[config.mk]
export PLATFORM = sky130hd
export DESIGN_NAME = freq_calc_flat
export DESIGN_NICKNAME = d
export VERILOG_FILES = /design/src/rtl/freq_calc_if.sv /design/src/rtl/freq_calc.sv /design/src/flat_wrapper.sv
export SDC_FILE = /design/constraint.sdc
export NUM_CORES = 1
export LEC_CHECK = 0
export ABC_AREA = 0
export CAP_MARGIN = 25
export CORE_MARGIN = 2
export CORE_UTILIZATION = 60
export CTS_CLUSTER_SIZE = 40
export DETAILED_ROUTE_END_ITERATION = 10
export GPL_ROUTABILITY_DRIVEN = 0
export PLACE_DENSITY = 0.79
export SETUP_SLACK_MARGIN = 0.2
export SYNTH_ARGS = -nofsm -noshare
export SYNTH_HDL_FRONTEND = slang
export SYNTH_SLANG_ARGS = --single-unit
[constraint.sdc]
create_clock -name clk -period 12.35 [get_ports clk]
set_clock_uncertainty 0.1 [all_clocks]
set_input_delay 1.235 -clock clk [delete_from_list [all_inputs] [get_ports clk]]
set_output_delay 1.235 -clock clk [all_outputs]
set_load 0.005 [all_outputs]
[src/rtl/freq_calc_if.sv]
// Handshake bundle for freq_calc: count-pair input and frequency result output.
// master = upstream/consumer side, slave = the calculator.
interface freq_calc_if #(
    parameter int unsigned CW = 32,
    parameter int unsigned FW = 32
);
    logic          in_valid;
    logic          in_ready;
    logic [CW-1:0] ca;
    logic [CW-1:0] cb;
    logic          out_valid;
    logic          out_ready;
    logic [FW-1:0] out_freq;
    logic          out_ovf;
    logic          out_div0;

    modport master (
        output in_valid, ca, cb, out_ready,
        input  in_ready, out_valid, out_freq, out_ovf, out_div0
    );

    modport slave (
        input  in_valid, ca, cb, out_ready,
        output in_ready, out_valid, out_freq, out_ovf, out_div0
    );
endinterface

[src/rtl/freq_calc.sv]
// Converts a (ca, cb) gate-window count pair into f = cb * REF_HZ / ca as unsigned
// Q(FW-FRAC).FRAC fixed point, using a bit-serial restoring divider.
module freq_calc #(
    parameter int unsigned REF_HZ = 100_000_000,
    parameter int unsigned CW     = 32,
    parameter int unsigned FW     = 32,
    parameter int unsigned FRAC   = 8
) (
    input logic        clk,
    input logic        rst,
    freq_calc_if.slave bus
);
    localparam int unsigned RB   = $clog2(REF_HZ + 1);
    localparam int unsigned NW   = CW + RB + FRAC;
    localparam int unsigned CNTW = $clog2(NW + 1);

    typedef enum logic [1:0] {StIdle, StMul, StDiv, StDone} state_e;

    state_e          state_q;
    logic [CW-1:0]   ca_q;
    logic [CW-1:0]   cb_q;
    logic [NW-1:0]   n_q;
    logic [CW:0]     r_q;
    logic [NW-1:0]   q_q;
    logic [CNTW-1:0] cnt_q;
    logic            out_valid_q;
    logic [FW-1:0]   out_freq_q;
    logic            out_ovf_q;
    logic            out_div0_q;

    logic [NW-1:0]   prod;
    logic [NW-1:0]   n_init;
    logic [CW:0]     r_shift;
    logic            r_ge;
    logic [CW:0]     r_next;
    logic [NW-1:0]   q_next;
    logic            ovf_next;
    logic            last_step;

    // One restoring-division step per cycle; R never exceeds 2*ca-1, so CW+1 bits suffice.
    always_comb begin
        prod      = NW'(cb_q) * NW'(REF_HZ);
        n_init    = prod << FRAC;
        r_shift   = {r_q[CW-1:0], n_q[NW-1]};
        r_ge      = r_shift >= {1'b0, ca_q};
        r_next    = r_ge ? (r_shift - {1'b0, ca_q}) : r_shift;
        q_next    = {q_q[NW-2:0], r_ge};
        ovf_next  = |q_next[NW-1:FW];
        last_step = cnt_q == CNTW'(NW - 1);
    end

    always_ff @(posedge clk) begin
        if (rst) begin
            state_q     <= StIdle;
            ca_q        <= '0;
            cb_q        <= '0;
            n_q         <= '0;
            r_q         <= '0;
            q_q         <= '0;
            cnt_q       <= '0;
            out_valid_q <= 1'b0;
            out_freq_q  <= '0;
            out_ovf_q   <= 1'b0;
            out_div0_q  <= 1'b0;
        end else begin
            case (state_q)
                StIdle: begin
                    if (bus.in_valid) begin
                        ca_q       <= bus.ca;
                        cb_q       <= bus.cb;
                        out_ovf_q  <= 1'b0;
                        out_div0_q <= 1'b0;
                        if (bus.ca == '0) begin
                            out_div0_q  <= 1'b1;
                            out_freq_q  <= '0;
                            out_valid_q <= 1'b1;
                            state_q     <= StDone;
                        end else begin
                            state_q <= StMul;
                        end
                    end
                end
                StMul: begin
                    n_q     <= n_init;
                    r_q     <= '0;
                    q_q     <= '0;
                    cnt_q   <= '0;
                    state_q <= StDiv;
                end
                StDiv: begin
                    n_q   <= {n_q[NW-2:0], 1'b0};
                    r_q   <= r_next;
                    q_q   <= q_next;
                    cnt_q <= cnt_q + 1'b1;
                    if (last_step) begin
                        out_valid_q <= 1'b1;
                        out_ovf_q   <= ovf_next;
                        out_freq_q  <= ovf_next ? '1 : q_next[FW-1:0];
                        state_q     <= StDone;
                    end
                end
                StDone: begin
                    if (bus.out_ready) begin
                        out_valid_q <= 1'b0;
                        state_q     <= StIdle;
                    end
                end
                default: state_q <= StIdle;
            endcase
        end
    end

    assign bus.in_ready  = (state_q == StIdle) && !rst;
    assign bus.out_valid = out_valid_q;
    assign bus.out_freq  = out_freq_q;
    assign bus.out_ovf   = out_ovf_q;
    assign bus.out_div0  = out_div0_q;
endmodule
[src/flat_wrapper.sv]
// flat-port wrapper written by rule: the top's interface ports become plain ports
module freq_calc_flat 
#(
    parameter int unsigned REF_HZ = 100_000_000,
    parameter int unsigned CW     = 32,
    parameter int unsigned FW     = 32,
    parameter int unsigned FRAC   = 8
)
  (clk, rst, bus_in_valid, bus_ca, bus_cb, bus_out_ready, bus_in_ready, bus_out_valid, bus_out_freq, bus_out_ovf, bus_out_div0);
  freq_calc_if #(.CW(CW), .FW(FW)) bus_i ();
  input logic clk;
  input logic rst;
  input wire logic [$bits(bus_i.in_valid)-1:0] bus_in_valid;
  input wire logic [$bits(bus_i.ca)-1:0] bus_ca;
  input wire logic [$bits(bus_i.cb)-1:0] bus_cb;
  input wire logic [$bits(bus_i.out_ready)-1:0] bus_out_ready;
  output wire logic [$bits(bus_i.in_ready)-1:0] bus_in_ready;
  output wire logic [$bits(bus_i.out_valid)-1:0] bus_out_valid;
  output wire logic [$bits(bus_i.out_freq)-1:0] bus_out_freq;
  output wire logic [$bits(bus_i.out_ovf)-1:0] bus_out_ovf;
  output wire logic [$bits(bus_i.out_div0)-1:0] bus_out_div0;
  assign bus_i.in_valid = bus_in_valid;
  assign bus_i.ca = bus_ca;
  assign bus_i.cb = bus_cb;
  assign bus_i.out_ready = bus_out_ready;
  assign bus_in_ready = bus_i.in_ready;
  assign bus_out_valid = bus_i.out_valid;
  assign bus_out_freq = bus_i.out_freq;
  assign bus_out_ovf = bus_i.out_ovf;
  assign bus_out_div0 = bus_i.out_div0;
  freq_calc #(.REF_HZ(REF_HZ), .CW(CW), .FW(FW), .FRAC(FRAC)) u_core (.clk(clk), .rst(rst), .bus(bus_i));
endmodule
---- Word-level counts from Yosys, hierarchy flattened ----
Cells that the tools add are included.
word-level totals
  bits in registers ....................... 273
  bits of input ports ..................... 68
  output and inout port bits .............. 36
cells by class
  add/subtract/negate cells ............... 2
  multiply operators ...................... 1
  order comparisons ....................... 1
  equality and inequality tests ........... 8
  muxes and demuxes ....................... 24
  reductions and logical operators ........ 13
operators by type and width
  cell                                                 count
  two-way mux 32 bit                                   5
  one-hot mux 67 bit (2 select lines)                  1
  one-hot mux 66 bit (2 select lines)                  1
  one-hot mux 32 bit (2 select lines)                  2
  multiplier 32 x 19 -> 51 bit, second input constant  1
  OR reduction 35 bit                                  1
  >= comparator 33 x 32 -> 1 bit                       1
  logical NOT 32 bit                                   1
  subtractor 32 bit                                    1
  one-hot mux 7 bit (2 select lines)                   1
  two-way mux 2 bit                                    4
  one-hot mux 2 bit (4 select lines)                   1
  adder 7 x 1 -> 7 bit, second input constant          1
  == test 7 bit, second input constant                 1
  two-way mux 1 bit                                    7
  AND reduction 3 bit                                  2
  AND reduction 5 bit                                  1
  == test 2 bit, second input constant                 2
  != test 2 x 1 -> 1 bit, second input constant        2
  != test 2 bit, second input constant                 2
  AND reduction 4 bit                                  1
  nonzero test 2 bit                                   2
  one-hot mux 1 bit (3 select lines)                   1
  nonzero test 3 bit                                   1
  other kinds (6)                                      6

---- Depth between registers and ports, before layout ----
Gate-level depths: netlist of the first run.
  word-level depth ........................ 4
  gate-level depth with buffers ........... 24
  gate-level depth less buffers ........... 23

---- Least setup slack after synthesis of the first run ----
No wires, ideal clock.
  path type ............................... register to register
  start ................................... register u_core.cb_q[4]
  end ..................................... register u_core.n_q[65]
  data arrival time ....................... 6.035 ns
  slack ................................... 6.129 ns
  cell stages (with the launch flop) ...... 22
  cells stage by stage .................... dfxtp_1 inv_1 fa_1 fa_1 inv_1 fa_1 fa_1 fa_1 inv_1 fa_1 inv_1 ha_1 a21oi_2 nand2_1 a221oi_2 nand2_2 a31oi_4 o31ai_2 a2111o_1 a31oi_1 xor2_1 a211oi_1
between the ends
  cells in the longest elaborated chain, start to end .. 2
ends and longest elaborated chain
  element                              line             source
  start, declared                      freq_calc.sv:21  logic [CW-1:0] cb_q;
  start signal, assigned               freq_calc.sv:70  cb_q <= bus.cb;
  multiplier 32 x 19 -> 51 bit         freq_calc.sv:42  prod = NW'(cb_q) * NW'(REF_HZ);
  one-hot mux 67 bit (2 select lines)  freq_calc.sv:66  case (state_q)
  end signal, assigned                 freq_calc.sv:84  n_q <= n_init;
  end signal, assigned                 freq_calc.sv:91  n_q <= {n_q[NW-2:0], 1'b0};
  end, declared                        freq_calc.sv:22  logic [NW-1:0] n_q;
No other way between the ends. The select of a mux whose other input is x is not followed.
A chain may end at the register's enable or synchronous reset.

---- Worst setup path in the final report of the first run ----
Ends and elaborated chain as after synthesis.

==> run summary, run 1 <==
The arithmetic-cell share of the synthesized area counting full adders, half adders and majority gates is 36.8%. The count of state elements after synthesis came out at 257. In this run the cell area measured after placement is 24,900 sq um.

The number of hold buffers added after CTS came out at 0. The final count of pins violating max slew came out at 0. The count of unique library cells instantiated by Yosys is 74. The critical path arrival is 7200 ps. Setup repair after global routing left no endpoint under its margin. The die outline width is 202 microns. After synthesis, the largest family of logic cells by area is adder cells. The primary flip-flop cell chosen by synthesis mapping is sky130_fd_sc_hd__dfxtp_1. In this run the critical register-to-register path is captured at u_core.n_q[65]. The post-CTS setup-driven buffer insertion count came out at 0.

The post-layout minimum cycle time is 6900 ps. The die extent in y came out at 202 microns. The post-synthesis simple-gate area fraction came out at 11.9%. In the final layout, the multi-input gates occupy 16,400 sq um. Across all layers, the routed design uses 18,670 vias.

The largest fanout of any net on the critical path came out at 10. In the layout the commonest cells are 429 x sky130_fd_sc_hd__inv_1, 309 x sky130_fd_sc_hd__nand2_1, 268 x sky130_fd_sc_hd__fa_1, 263 x sky130_fd_sc_hd__ha_1, 257 x sky130_fd_sc_hd__dfxtp_1. The routed length per instance is 17.3 microns. The final-layout fill cell count is 3,112. The fraction of synthesized cell area in xor and xnor cells is 3.52%.

In this run the mean area of a mapped cell was 8.73 sq um. The number of warning messages in the yosys log came out at 0. The worst hold path begins at u_core.ca_q[7].

The final number of setup-violating endpoints came out at 0. The largest stage delay on the critical path is 560 ps. The async set or reset register ratio after synthesis is 0%.

OpenSTA, run right after detailed placement, puts the worst setup slack at 5610 ps. No sink is reached through more buffers than the 3 on the longest clock path. The count of nets after finishing came out at 3,323. Summing all non-filler instances in the final layout gives an area of 25,900 sq um. The number of endpoints with negative hold slack in the final report is 0.

The initial antenna violation count is 0. The fraction of final layout cells with drive strength greater than 1 is 3.57%. The worst register-to-register path begins at u_core.cb_q[4]. The synthesized netlist cell count is 2,705. Leaving out fill and tap cells, the most frequent cell in the layout is sky130_fd_sc_hd__inv_1. Walking the worst path, the cells encountered are inv_1 > fa_1 > fa_1 > inv_1 > fa_1 > fa_1 > fa_1 > inv_1 > fa_1 > inv_1 > ha_1 > a21oi_2 > nand2_1 > a221oi_2 > nand2_2 > a31oi_4 > o31ai_2 > a2111o_1 > a31oi_1 > xor2_1 > a211oi_1. The floorplan die area came out at 41,000 sq um.

The number of antenna diodes in the final layout is 0. In this run the number of H-tree levels came out at 1. The flip-flop and latch area came out at 5140 sq um. The largest net degree at the start of global routing came out at 134. For hold timing, the worst endpoint is u_core.ca_q[7]. The tree built by TritonCTS fans out to 257 sinks.

The type of the setup path with the least slack is reg -> reg. The worst hold path class is reg -> reg. The tree is rooted in a sky130_fd_sc_hd__clkbuf_16. The worst path uses 55.9% of the clock period. The length in cells of the worst reg-to-reg path is 21. TritonCTS built the clock tree. Multiplexer cells account for 1.49% of the synthesized area. The via count of the first global-routing pass is 19,256. The setup slack of the critical path after layout is 5450 ps. The top achievable clock speed came out at 145 MHz.

The detailed-route wire length is 56,500 microns. The compound-gate portion of the synthesized area is 15.6%. After detailed routing, the number of remaining DRC violations is 0. The half-perimeter wire length after placement came out at 43,500 microns. The initial cell density of the core is 61.0%. The slew of the pin with the lowest slew margin came out at 1050 ps. The count of pins on the block boundary is 104. The total overflow reported by the global router came out at 0. The worst hold path was traced through 2 stages. The area growth from synthesis to final layout came out at 9.84%.

The clock transition at the register clock pins on the worst setup and hold paths after CTS came out at 60 ps. Hold is met by 357 ps. The cell with the largest stage delay on the worst path is sky130_fd_sc_hd__fa_1. The type of element capturing the critical path is a flop. The post-cts repair resize count came out at 0. The DRC violation total after the first TritonRoute iteration is 1,400. The detail-routed via count per cell came out at 5.72. The floorplan core area came out at 38,700 sq um. The count of TritonRoute iterations in the first routing pass came out at 5.

For the worst setup path, the data required time is 12,650 ps. The count of flip-flops with a built-in enable after synthesis came out at 0. The count of nets left with antenna violations once routing finished came out at 0. The area of the mapped netlist came out at 23,600 sq um.

The TritonCTS buffer count came out at 29. The setup slack on the worst flop-to-flop path is 5450 ps. The worst setup path is launched from a flop.

The sequential fraction of the synthesis area is 21.8%. The row count is 72. For the worst-skew pair, the clock arrives at the later sink with an insertion delay of 580 ps. The cell that appears most often on the critical path is sky130_fd_sc_hd__fa_1.

The first global-routing pass estimated 95,600 microns of wire. The count of max-cap constraint violations is 0. The setup TNS after final layout came out at 0 ps. The run finished with clean final reports.

The count of buffers added on input and output ports is 103. The worst-case headroom to the max-slew limit is 29.8%. Global routing consumed, over all layers together, 28.5% of the routing resources. The number of nets in the synthesized netlist is 3,306.
==> per-layer routing <==
layer / global-route usage [%] / vias up / routed length, microns
met5: 0 / - / 0
met3: 4.22 / 113 / 2850
met4: 7.01 / 0 / 1450
met1: 37.0 / 9104 / 24100
li1: - / 8972 / -
met2: 50.0 / 481 / 28100
==> how the worst max path moves through the flow <==
stage | start | to | depth (start not counted)
floorplan | u_core.cb_q[4] | u_core.n_q[65] | 21
global placement | u_core.cb_q[4] | u_core.n_q[65] | 21
detailed placement | u_core.cb_q[19] | u_core.n_q[63] | 18
CTS | u_core.cb_q[4] | u_core.n_q[65] | 21
global route | u_core.cb_q[4] | u_core.n_q[65] | 21
finish | u_core.cb_q[4] | u_core.n_q[65] | 21
==> cells by family (layout without fill, tap and decap cells) <==
| family | after synthesis | in the layout |
|---|---|---|
| simple gates | 636 | 636 |
| compound gates | 592 | 592 |
| buf+inv | 557 | 597 |
| fa+ha+maj | 533 | 533 |
| flops | 257 | 257 |
| xor+xnor | 95 | 95 |
| mux | 35 | 35 |
==> flip-flops by register name, summed over array words and instances, names as in the netlist <==
register              count
u_core.ca_q              32
u_core.n_q               51
u_core.q_q               66
u_core.bus.out_valid      1
u_core.state_q            2
u_core.bus.out_div0       1
u_core.bus.out_ovf        1
u_core.cnt_q              7
u_core.r_q               32
u_core.cb_q              32
u_core.bus.out_freq      32
==> area by class of cell <==
class | count | area share, %
clock buffers | 35 | 3.04
clock inverters | 19 | 0.936
inverters | 430 | 6.22
multi-input cells | 1891 | 63.2
flip-flops and latches | 257 | 19.8
well taps | 518 | 2.50
repair buffers | 113 | 4.27
==> metrics by stage <==
stage / cells / util [%]
5_1_grt: 3263 / 67.0
3_3_place_gp: 3209 / 64.3
4_1_cts: 3263 / 67.0
3_5_place_dp: 3209 / 64.3
2_1_floorplan: 2705 / -
6_report: 3263 / 67.0
==> synthesized netlist by cell type, drive strengths merged, types with 40 or more instances <==
library cell,n,share of area [%]
inv,429,6.8
nand2,312,5.0
fa,268,23
ha,265,14
dfxtp,257,22
a21oi,240,5.1
nor2,130,2.1
o21ai,115,2.4
clkbuf,114,1.8
nand3,84,1.8
a211oi,73,2.4
a21o,72,2.3
xor2,55,2.0
xnor2,40,1.5
==> critical path: cells and delay by family (launching register included) <==
kind | cells | cell delay [ps]
XOR/XNOR | 1 | 220
AND/OR/NAND/NOR | 2 | 240
adder cells (fa/ha/maj) | 7 | 3570
flip-flops | 1 | 550
AO/OA/AOI/OAI | 7 | 1680
buffers and inverters | 4 | 350
Power of run 1 is not shown: default switching activity piles up to over one toggle a cycle in this logic, so the estimate is an artifact.
==> run 2, diff against run 1 <==
CORE_UTILIZATION = 57   (was 60)
clock period = 5.9 ns   (was 12.35 ns; I/O delays follow)
==> run 2 against run 1 <==
The flow now finishes with violations (setup timing). Non-clock buffer count increased by 177. Critical path depth rose by 2. Final cell count increased by 5.8%. Sequential share of layout area shrank 1.5 points. Critical endpoint is now u_core.n_q[63].
==> run summary, run 2 (synthesis results as in run 1) <==
The flow ran to the end, but the final reports show violations. The checks that failed: setup timing. The post-layout minimum cycle time is 6140 ps (-760 ps).

The count of nets after finishing came to 3,500 (+5.3%). The clock tree from TritonCTS is yes. The count of placed standard cells including taps came out at 3,367 (+4.9%).

The top achievable clock speed is 163 MHz (+12%). The count of max-cap constraint violations is 0 (unchanged). The largest net degree at the start of global routing came out at 113 (-16%). The row count is 74 (+2.8%). The critical path is of the reg -> reg type. The final-layout fill cell count came to 2,916 (-6.3%).

The final worst-path cycle share came to 104% (+48 points). The TritonCTS buffer count came out at 29 (unchanged). The DRC violation total after the first TritonRoute iteration is 1,392 (-0.57%). The fraction of final layout cells with drive strength greater than 1 is 15.5% (+12 points).

The port buffer count is 103 (unchanged). The library cell used most frequently in the layout, excluding fill and tap cells, is sky130_fd_sc_hd__inv_1. The worst-case headroom to the max-slew limit came out at 29.4% (-0.39 points). The post-placement cell area was 26,300 sq um (+5.4%). The deepest level of the CTS H-tree came to 1 (unchanged). The routed length per instance is 17.8 microns (+2.7%). The number of remaining DRC errors is 0 (unchanged). The largest registers in the layout are u_core.q_q x66, u_core.n_q x51. The via count of the first global-routing pass is 20,272 (+5.3%). The first-pass GRT wire length was 100,000 microns (+4.6%).

The detail-routed via count per cell is 5.70 (-0.29%). The worst setup path is launched from a flop. The antenna diode count came to 0 (unchanged). The detailed-route wire length came out at 61,300 microns (+8.6%).

The buffer levels on the longest clock path came to 3 (unchanged). The total overflow reported by the global router came out at 0 (unchanged). The largest fanout of any net on the critical path came out at 6 (-4). Setup repair after global routing could not meet its margin everywhere. The total number of clock tree sinks came out at 257 (unchanged). STA classifies the critical path endpoint as a flop. The clock transition at the register clock pins on the worst setup and hold paths after CTS is 60 ps (about the same). The required time of the critical path came out at 6260 ps (-6390 ps). The setup slack of the critical path after layout is -239 ps (-5690 ps). The total non-filler cell area in the finished layout is 28,400 sq um (+9.6%). The register with the most flip-flops in the final layout is u_core.q_q. The top cell types in the final layout, fill and taps aside, are 398 x sky130_fd_sc_hd__inv_1, 301 x sky130_fd_sc_hd__nand2_1, 254 x sky130_fd_sc_hd__fa_1, 229 x sky130_fd_sc_hd__dfxtp_1, 227 x sky130_fd_sc_hd__a21oi_1. The slew of the pin with the lowest slew margin is 1060 ps (+5.86 ps). The count of nets left with antenna violations after detail routing came out at 0 (unchanged). The critical path arrival is 6500 ps (-700 ps). The initial cell density of the core is 57.8% (-3.1 points). The count of placed standard cells in the final layout, fillers left out came to 3,453 (+5.8%).

The detailed-route via count is 19,699 (+5.5%). The flip-flop count of the largest register, all copies and words added is 66 (unchanged). The count of TritonRoute iterations in the first routing pass is 6 (+1). The worst hold path class is in -> reg. The floorplan core area came out at 40,800 sq um (+5.4%). The initial antenna violation count came out at 0 (unchanged). The die extent in y came out at 208 microns (+2.5%). Relative to the synthesized area, the layout overhead comes to 20.4%. The half-perimeter wire length after placement was 45,500 microns (+4.6%).

The number of hold buffers added after CTS was 0 (unchanged). The worst-skew pair later-pin latency is 580 ps (about the same). The floorplan die area came out at 43,100 sq um (+5.2%).

The die outline width came out at 208 microns (+2.5%). The cell chosen for the clock root is sky130_fd_sc_hd__clkbuf_16. The number of endpoints with negative hold slack in the final report is 0 (unchanged). The final number of setup-violating endpoints came out at 18 (+18).

The total routing usage reported by global routing is 28.1% (-0.36 points). The count of pins on the block boundary came out at 104 (unchanged). The final count of pins violating max slew came out at 0 (unchanged).
==> run 2: changes by cell type in the layout (fill, tap and decap cells not counted), moves of 23 or more <==
cell	change
sky130_fd_sc_hd__ha_4	+39
sky130_fd_sc_hd__ha_1	-41
sky130_fd_sc_hd__inv_1	-31
sky130_fd_sc_hd__buf_4	+160
sky130_fd_sc_hd__o21ai_0	-23
sky130_fd_sc_hd__inv_2	+28
sky130_fd_sc_hd__dfxtp_1	-28
==> run 2: cell type report <==
| class | instances | area [sq um] | area share, % |
|---|---|---|---|
| Multi-Input combinational cell | 1891 | 17400 | 61.3 |
| Sequential cell | 257 | 5220 | 18.4 |
| Clock inverter | 14 | 161 | 0.568 |
| Inverter | 430 | 1620 | 5.71 |
| Tap cell | 532 | 666 | 2.34 |
| Clock buffer | 39 | 813 | 2.86 |
| Timing Repair Buffer | 290 | 2530 | 8.88 |
==> run 2: per-stage QoR <==
stage	hold slack (ps)	util (%)	setup WS, ps	setup TNS, ps
4_1_cts	280	68.4	-80.5	-291
5_1_grt	303	69.6	-418	-7140
6_report	292	69.6	-239	-1820
3_5_place_dp	347	64.3	-172	-889
2_1_floorplan	329	-	176	0
3_3_place_gp	338	64.3	-42.2	-90.0
==> run 2: timing repair <==
item                                    4_1_cts  5_1_grt
buffers inserted                             17       16
endpoints found under the setup margin       27       32
pin swaps                                   110       76
resized for setup                           112       81
==> run 2: worst paths after layout <==
check / start / to / slack [ps] / depth (start not counted)
worst max-delay path: u_core.cb_q[3] / u_core.n_q[63] / -240 / 23
worst min-delay path: rst / u_core.bus.out_ovf / 290 / 2
worst max register to register: u_core.cb_q[3] / u_core.n_q[63] / -240 / 23
worst min register to register: u_core.bus.out_div0 / u_core.bus.out_div0 / 350 / 2
==> run 2: routing by layer <==
layer	global-route usage [%]	share of wire, %	vias up
li1	-	-	9336
met1	34.9	40	9602
met2	49.5	50	553
met3	3.84	4.5	208
met4	11.2	4.8	0
met5	0	0	-
==> run 2: critical path, cell delays in order, from the launching register on <==
cell	delay [ps]
sky130_fd_sc_hd__dfxtp_4	400
sky130_fd_sc_hd__inv_1	90
sky130_fd_sc_hd__fa_1	460
sky130_fd_sc_hd__inv_1	80
sky130_fd_sc_hd__ha_1	260
sky130_fd_sc_hd__xor2_1	260
sky130_fd_sc_hd__fa_1	480
sky130_fd_sc_hd__fa_1	510
sky130_fd_sc_hd__fa_1	560
sky130_fd_sc_hd__inv_1	50
sky130_fd_sc_hd__fa_1	490
sky130_fd_sc_hd__inv_2	50
sky130_fd_sc_hd__ha_4	240
sky130_fd_sc_hd__a21oi_4	160
sky130_fd_sc_hd__nand2_2	100
sky130_fd_sc_hd__a221oi_4	320
sky130_fd_sc_hd__buf_4	170
sky130_fd_sc_hd__a32oi_2	120
sky130_fd_sc_hd__a31o_2	250
sky130_fd_sc_hd__nand2_2	90
sky130_fd_sc_hd__a31oi_4	130
sky130_fd_sc_hd__a31oi_2	250
sky130_fd_sc_hd__nor4b_1	70
sky130_fd_sc_hd__or3_1	350
Power of run 2 is left out for the same reason.
==> run 3, diff against run 2 <==
ABC_CLOCK_PERIOD_IN_PS = 5900   (was not set)
==> results of run 3 <==
Final layout, timing and power as in run 2 (identical DEF).
Power of run 3 is left out for the same reason.
